===== config.mk =====
export PLATFORM = sky130hd
export DESIGN_NAME = dac_playback_feeder
export DESIGN_NICKNAME = d
export VERILOG_FILES = /design/src/rtl/dac_playback_feeder.sv
export SDC_FILE = /design/constraint.sdc
export NUM_CORES = 1
export LEC_CHECK = 0
export CAP_MARGIN = 40
export CORE_AREA = 2 2 174 176
export CTS_BUF_LIST = sky130_fd_sc_hd__clkbuf_4 sky130_fd_sc_hd__clkbuf_8
export DETAILED_ROUTE_END_ITERATION = 7
export DIE_AREA = 0 0 176 178
export PLACE_DENSITY_LB_ADDON = 0.12
export SYNTH_ARGS = -nofsm -noshare
export SYNTH_HDL_FRONTEND = slang
export SYNTH_SLANG_ARGS = --single-unit

===== constraint.sdc =====
create_clock -name clk -period 6.9 [get_ports clk]
set_input_delay 1.38 -clock clk [delete_from_list [all_inputs] [get_ports clk]]
set_output_delay 1.38 -clock clk [all_outputs]
set_load 0.01 [all_outputs]

===== src/rtl/dac_playback_feeder.sv =====
`default_nettype none
// ============================================================================
//  Module      : dac_playback_feeder
//  Description : Upstream stage of the DAC output path. Buffers producer
//                samples in a small FIFO and releases them at a programmable
//                rate under a start/stop state machine. It drives the DAC
//                word, a DAC enable and a sticky underrun flag.
//  Revision    : 1.0 - initial release
// ============================================================================
module dac_playback_feeder #(
    parameter int               WIDTH     = 14,
    parameter int               AW        = 4,
    parameter int               DIV_W     = 8,
    parameter logic [WIDTH-1:0] IDLE_CODE = 14'h2000
) (
    input  logic             clk,
    input  logic             resetn,
    input  logic             start,
    input  logic             stop,
    input  logic [DIV_W-1:0] div,
    input  logic [AW:0]      prime_lvl,
    input  logic [WIDTH-1:0] in_data,
    input  logic             in_valid,
    output logic             in_ready,
    output logic [WIDTH-1:0] out,
    output logic             dac_en,
    output logic [AW:0]      level,
    output logic             underrun,
    input  logic             clr_underrun,
    output logic             busy
);

    localparam int          c_DEPTH     = 1 << AW;
    localparam logic [AW:0] c_DEPTH_LVL = (AW+1)'(c_DEPTH);
    localparam logic [AW:0] c_ONE_LVL   = (AW+1)'(1);

    typedef enum logic [1:0] {
        S_IDLE  = 2'd0,
        S_PRIME = 2'd1,
        S_RUN   = 2'd2
    } state_t;

    state_t             r_state;
    state_t             w_state_nxt;

    logic [WIDTH-1:0]   r_mem [c_DEPTH];
    logic [AW-1:0]      r_wr_ptr;
    logic [AW-1:0]      r_rd_ptr;
    logic [AW:0]        r_level;
    logic [DIV_W-1:0]   r_count;
    logic [WIDTH-1:0]   r_out;
    logic               r_dac_en;
    logic               r_underrun;

    logic               w_in_ready;
    logic               w_wr;
    logic               w_strobe;
    logic               w_pop;
    logic               w_underrun_evt;
    logic               w_enter_run;
    logic [AW:0]        w_prime_tgt;

    // A stop cycle discards any presented write; stop also masks the strobe
    // so neither a pop nor an underrun can happen alongside a flush.
    assign w_in_ready     = (r_level != c_DEPTH_LVL);
    assign w_wr           = in_valid & w_in_ready & ~stop;
    assign w_strobe       = (r_state == S_RUN) && (r_count == div);
    assign w_pop          = w_strobe && (r_level != '0) && !stop;
    assign w_underrun_evt = w_strobe && (r_level == '0) && !stop;
    assign w_prime_tgt    = (prime_lvl == '0) ? c_ONE_LVL : prime_lvl;
    assign w_enter_run    = (r_state == S_PRIME) && (w_state_nxt == S_RUN);

    // State register.
    always_ff @(posedge clk or negedge resetn) begin
        if (!resetn) begin
            r_state <= S_IDLE;
        end else begin
            r_state <= w_state_nxt;
        end
    end

    // Next-state logic; stop overrides every other transition.
    always_comb begin
        w_state_nxt = r_state;
        case (r_state)
            S_IDLE: begin
                if (start) begin
                    w_state_nxt = S_PRIME;
                end
            end
            S_PRIME: begin
                if (r_level >= w_prime_tgt) begin
                    w_state_nxt = S_RUN;
                end
            end
            S_RUN: begin
                if (w_underrun_evt) begin
                    w_state_nxt = S_PRIME;
                end
            end
            default: begin
                w_state_nxt = S_IDLE;
            end
        endcase
        if (stop) begin
            w_state_nxt = S_IDLE;
        end
    end

    // Rate divider: held at zero outside RUN so every entry to RUN starts
    // from zero; div is compared live, so lowering it below the count lets
    // the count wrap around its full range.
    always_ff @(posedge clk or negedge resetn) begin
        if (!resetn) begin
            r_count <= '0;
        end else if (r_state != S_RUN || w_strobe) begin
            r_count <= '0;
        end else begin
            r_count <= r_count + DIV_W'(1);
        end
    end

    // FIFO storage; contents need no reset since the level gates reads.
    always_ff @(posedge clk) begin
        if (w_wr) begin
            r_mem[r_wr_ptr] <= in_data;
        end
    end

    // FIFO pointers and occupancy; stop flushes everything.
    always_ff @(posedge clk or negedge resetn) begin
        if (!resetn) begin
            r_wr_ptr <= '0;
            r_rd_ptr <= '0;
            r_level  <= '0;
        end else if (stop) begin
            r_wr_ptr <= '0;
            r_rd_ptr <= '0;
            r_level  <= '0;
        end else begin
            if (w_wr) begin
                r_wr_ptr <= r_wr_ptr + AW'(1);
            end
            if (w_pop) begin
                r_rd_ptr <= r_rd_ptr + AW'(1);
            end
            case ({w_wr, w_pop})
                2'b10:   r_level <= r_level + c_ONE_LVL;
                2'b01:   r_level <= r_level - c_ONE_LVL;
                default: r_level <= r_level;
            endcase
        end
    end

    // DAC word and enable; PRIME keeps both so a re-prime after underrun
    // holds the last sample with the DAC still enabled.
    always_ff @(posedge clk or negedge resetn) begin
        if (!resetn) begin
            r_out    <= IDLE_CODE;
            r_dac_en <= 1'b0;
        end else if (stop) begin
            r_out    <= IDLE_CODE;
            r_dac_en <= 1'b0;
        end else begin
            case (r_state)
                S_IDLE: begin
                    r_out    <= IDLE_CODE;
                    r_dac_en <= 1'b0;
                end
                S_PRIME: begin
                    if (w_enter_run) begin
                        r_dac_en <= 1'b1;
                    end
                end
                S_RUN: begin
                    if (w_pop) begin
                        r_out <= r_mem[r_rd_ptr];
                    end
                end
                default: begin
                    r_out    <= IDLE_CODE;
                    r_dac_en <= 1'b0;
                end
            endcase
        end
    end

    // Sticky underrun; a new event wins over a same-cycle clear.
    always_ff @(posedge clk or negedge resetn) begin
        if (!resetn) begin
            r_underrun <= 1'b0;
        end else if (w_underrun_evt) begin
            r_underrun <= 1'b1;
        end else if (clr_underrun) begin
            r_underrun <= 1'b0;
        end
    end

    assign in_ready = w_in_ready;
    assign out      = r_out;
    assign dac_en   = r_dac_en;
    assign level    = r_level;
    assign underrun = r_underrun;
    assign busy     = (r_state != S_IDLE);

endmodule
`default_nettype wire


==> flow_summary_export.csv <==
group,metric,value,unit
outcome,outcome,"complete, no violations",
power,finalPower,3.31,mW
sta,setup_tns,0,ns
global_routing,groute.usage.overall,16.0,%
sta,finalWorstPathRequiredPeriod,4.02,ns
synth,yosys.area_share.xor_xnor,2.10,%
clock_network,cts-root-to-sink-buffers,3,
synth,synth_top_family_by_area,"multiplexers",
finish,mostFrequentLayoutCell,"edfxtp_1",
synth,postSynth.topFlopCell,"edfxtp_1",
synth,synth.cell_area,10800,µm²
finish,layout_common_cells,"224 x edfxtp_1, 54 x clkdlybuf4s50_1, 49 x clkbuf_8",
synth,synth_edf_count,224,
finish,nNetsFinal,705,
clock_network,tritoncts,"built",
critical_path,crit_arrival,4.40,ns
detailed_routing,first_pass_iteration_count_of_the_detailed_router,5,
sta,rsz0062_at_grt,"no",
sta,slew-limit-headroom,39.8,%
finish,drive_above_1_share,22.9,%
clock_network,number_of_levels_in_the_clock_h_tree,2,
power,static-leakage-power,4.42,nW
critical_path,setup.reg_to_reg.worst_slack,3.72,ns
finish,layout.cell_area.non_filler,12800,µm²
synth,post_synth_fa_ha_maj_area_fraction,1.81,%
sta,timing.final.crit_share,58.3,%
finish,insertedDiodeCount,0,
finish,num-fill-cells,2576,
sta,highest_clock_frequency_the_design_can_meet,249,MHz
detailed_routing,wl_per_cell,22.6,µm
clock_network,cts-hold-fix-buffers,0,
floorplanning,initial_core_util,36.6,%
critical_path,crit_fanout,7,
place,post_place_worst_slack,2.33,ns
critical_path,critPathRequiredTime,7.28,ns
synth,postSynthAreaPerCell,19.6,µm²
finish,multi_input_area,2860,µm²
global_routing,wire_length_of_the_first_global_routing_pass,36200,µm
sta,fin_worst_skew,0.0140,ns
global_routing,grt_use_met3,3.41,%
critical_path,criticalPathCategory,"input port to register",
global_routing,met2_track_demand_over_resource,27.1,%
sta,number_of_failing_setup_endpoints_in_the_final_timing_report,0,
global_routing,grt-busiest-layer,"met2",
floorplanning,num_io_pins,56,
critical_path,critPathSlowestCell,"clkdlybuf4s50_1",
sta,slew_violations,0,
sta,timing_hold_violations_final,0,
clock_network,postCtsResizedCells,0,
finish,layout.core_utilization,43.6,%
clock_network,cts_setup_buffers,0,
power,power.ir.vdd_worst,0.122,mV
synth,share_of_synthesized_area_spent_on_multiplexers,15.5,%
clock_network,cts_num_sinks,263,
critical_path,crit_chain,"clkdlybuf4s50_1, xnor2_1, nand4_1, nor3_4, nand2b_1, nor2_1, ha_1, a21o_1, a21o_1, or2_2, mux2i_1, xnor2_1, nor2_1",
synth,count_of_different_cell_masters_after_synthesis,50,
global_routing,grt_antenna_before_repair,1,
floorplanning,dieHeight,178,µm
min_path,timing.hold.worst.class,"register to register",
critical_path,critPathLaunchType,"input port",
place,area_of_placed_instances,11900,µm²
global_routing,grtUsageMet1,20.4,%
clock_network,clkSlewWorstSetupHoldPaths,0.06,ns
place,portBuffers,55,
power,power.density,258,nW/µm²
synth,ys_async_sr_fraction,14.8,%
clock_network,cts_root_buffer,"clkbuf_8",
global_routing,grt_pass1_vias,5806,
sta,fin_ws,2.88,ns
detailed_routing,wirelength,24500,µm
synth,synth_sequential_area_ratio,71.5,%
critical_path,cp_slowest_stage_delay,0.47,ns
detailed_routing,drc,0,
detailed_routing,post_drt_via_cell_ratio,5.06,
critical_path,end_kind,"register",
global_routing,grt_overflow_total,0,
synth,yosys.area_share.simple,3.95,%
place,placed_cells,1000,
finish,final-instance-count-excl-fill,1084,
synth,synth-seq-cells,263,
clock_network,worst_skew_pair.late_latency,0.54,ns
sta,holdWs,0.479,ns
detailed_routing,drtAntennaViolNets,0,
synth,synth.yosys.warnings,0,
global_routing,grt_max_degree,45,
finish,final-seq-area,7710,µm²
detailed_routing,vias,5489,
place,finalWeightedCongestion,0.753,
sta,tightestPinTransition,0.900,ns
synth,synth_compound_gate_area_share,3.16,%
floorplanning,coreArea,29400,µm²
place,detailed_placer_s_ending_hpwl,14600,µm
job,drv_cap,0,
floorplanning,overall_die_width,176,µm
finish,areaGrowthSynthToFinish,19.1,%
floorplanning,die-area,31300,µm²
synth,synth.net_count,597,
detailed_routing,drt_iter0_drc,364,
floorplanning,rows,63,
synth,synthCells,549,
clock_network,num_cts_buffers,45,
-- worst paths after layout --
| kind | from | cells past startpoint | endpoint |
|---|---|---|---|
| max | div[6] | 13 | level[4]$_DFFE_PN0P_ |
| min | out[13]$_DFFE_PN1P_ | 2 | out[13]$_DFFE_PN1P_ |
| max reg2reg | r_state[0]$_DFF_PN0_ | 12 | level[4]$_DFFE_PN0P_ |
| min reg2reg | out[13]$_DFFE_PN1P_ | 2 | out[13]$_DFFE_PN1P_ |
| max in group asynchronous | resetn | 2 | out[13]$_DFFE_PN1P_ |
| min in group asynchronous | resetn | 1 | out[8]$_DFFE_PN0P_ |
-- sequential cells by signal (all words and copies together), names as in the netlist --
name,flops
r_count,8
level,5
r_rd_ptr,4
dac_en,1
r_wr_ptr,4
r_state,2
r_mem,224
underrun,1
out,14
-- synth_stat cells (all sizes together) (2+ instances only) --
library cell  number  share of area (%)
a21o               6               0.42
a21oi             11               0.55
a22o              12               0.98
a22oi              3               0.21
a32oi              2               0.16
and3               3               0.17
buf               16                1.3
clkbuf             6               0.37
dfrtp             38                8.8
edfxtp           224                 62
ha                14                1.6
inv               10               0.35
mux2               6               0.63
mux2i              7               0.65
mux4              63                 14
nand2             14               0.49
nand2b             4               0.23
nand3              3               0.14
nand4              4               0.23
nor2              46                1.6
nor2b              2               0.12
nor3               2               0.20
o21ai             10               0.50
o22ai              2               0.12
or2                4               0.23
xnor2             16                1.4
xor2               9               0.73
-- power by group --
group	total [mW]	switching, mW	internal [mW]
clock network	1.46	0.594	0.870
registers	1.75	0.00721	1.74
logic	0.103	0.0589	0.0445
-- critical path, delay by kind of cell --
family                   cells  cell delay [ns]
multiplexers                 1             0.17
XOR/XNOR                     2             0.27
adder cells (fa/ha/maj)      1             0.34
AO/OA/AOI/OAI                2             0.37
buffers and inverters        1             0.47
AND/OR/NAND/NOR              6             1.42
-- final cells by class --
cell class	instances	area share, %
clock buffer	68	6.37
clock inverter	16	1.17
inverter	10	0.293
multi-input combinational	254	22.3
sequential	263	60.1
tap	390	3.80
timing repair buffer	83	5.99
-- kinds of logic after synthesis --
| group | count (synthesis) |
|---|---|
| AOI/OAI and AO/OA | 49 |
| adders and majority gates | 15 |
| buffers and inverters | 32 |
| xor gates and xnor gates | 25 |
| DFF | 263 |
| and+or+nand+nor | 89 |
| muxes | 76 |
-- routing by layer --
layer	wire length (µm)	up-vias	share of wire, %
li1	-	2453	-
met1	10400	2824	42
met4	701	2	2.9
met3	1220	52	5.0
met5	13	-	0.053
met2	12100	158	50
(Power assumes the default switching activity.)
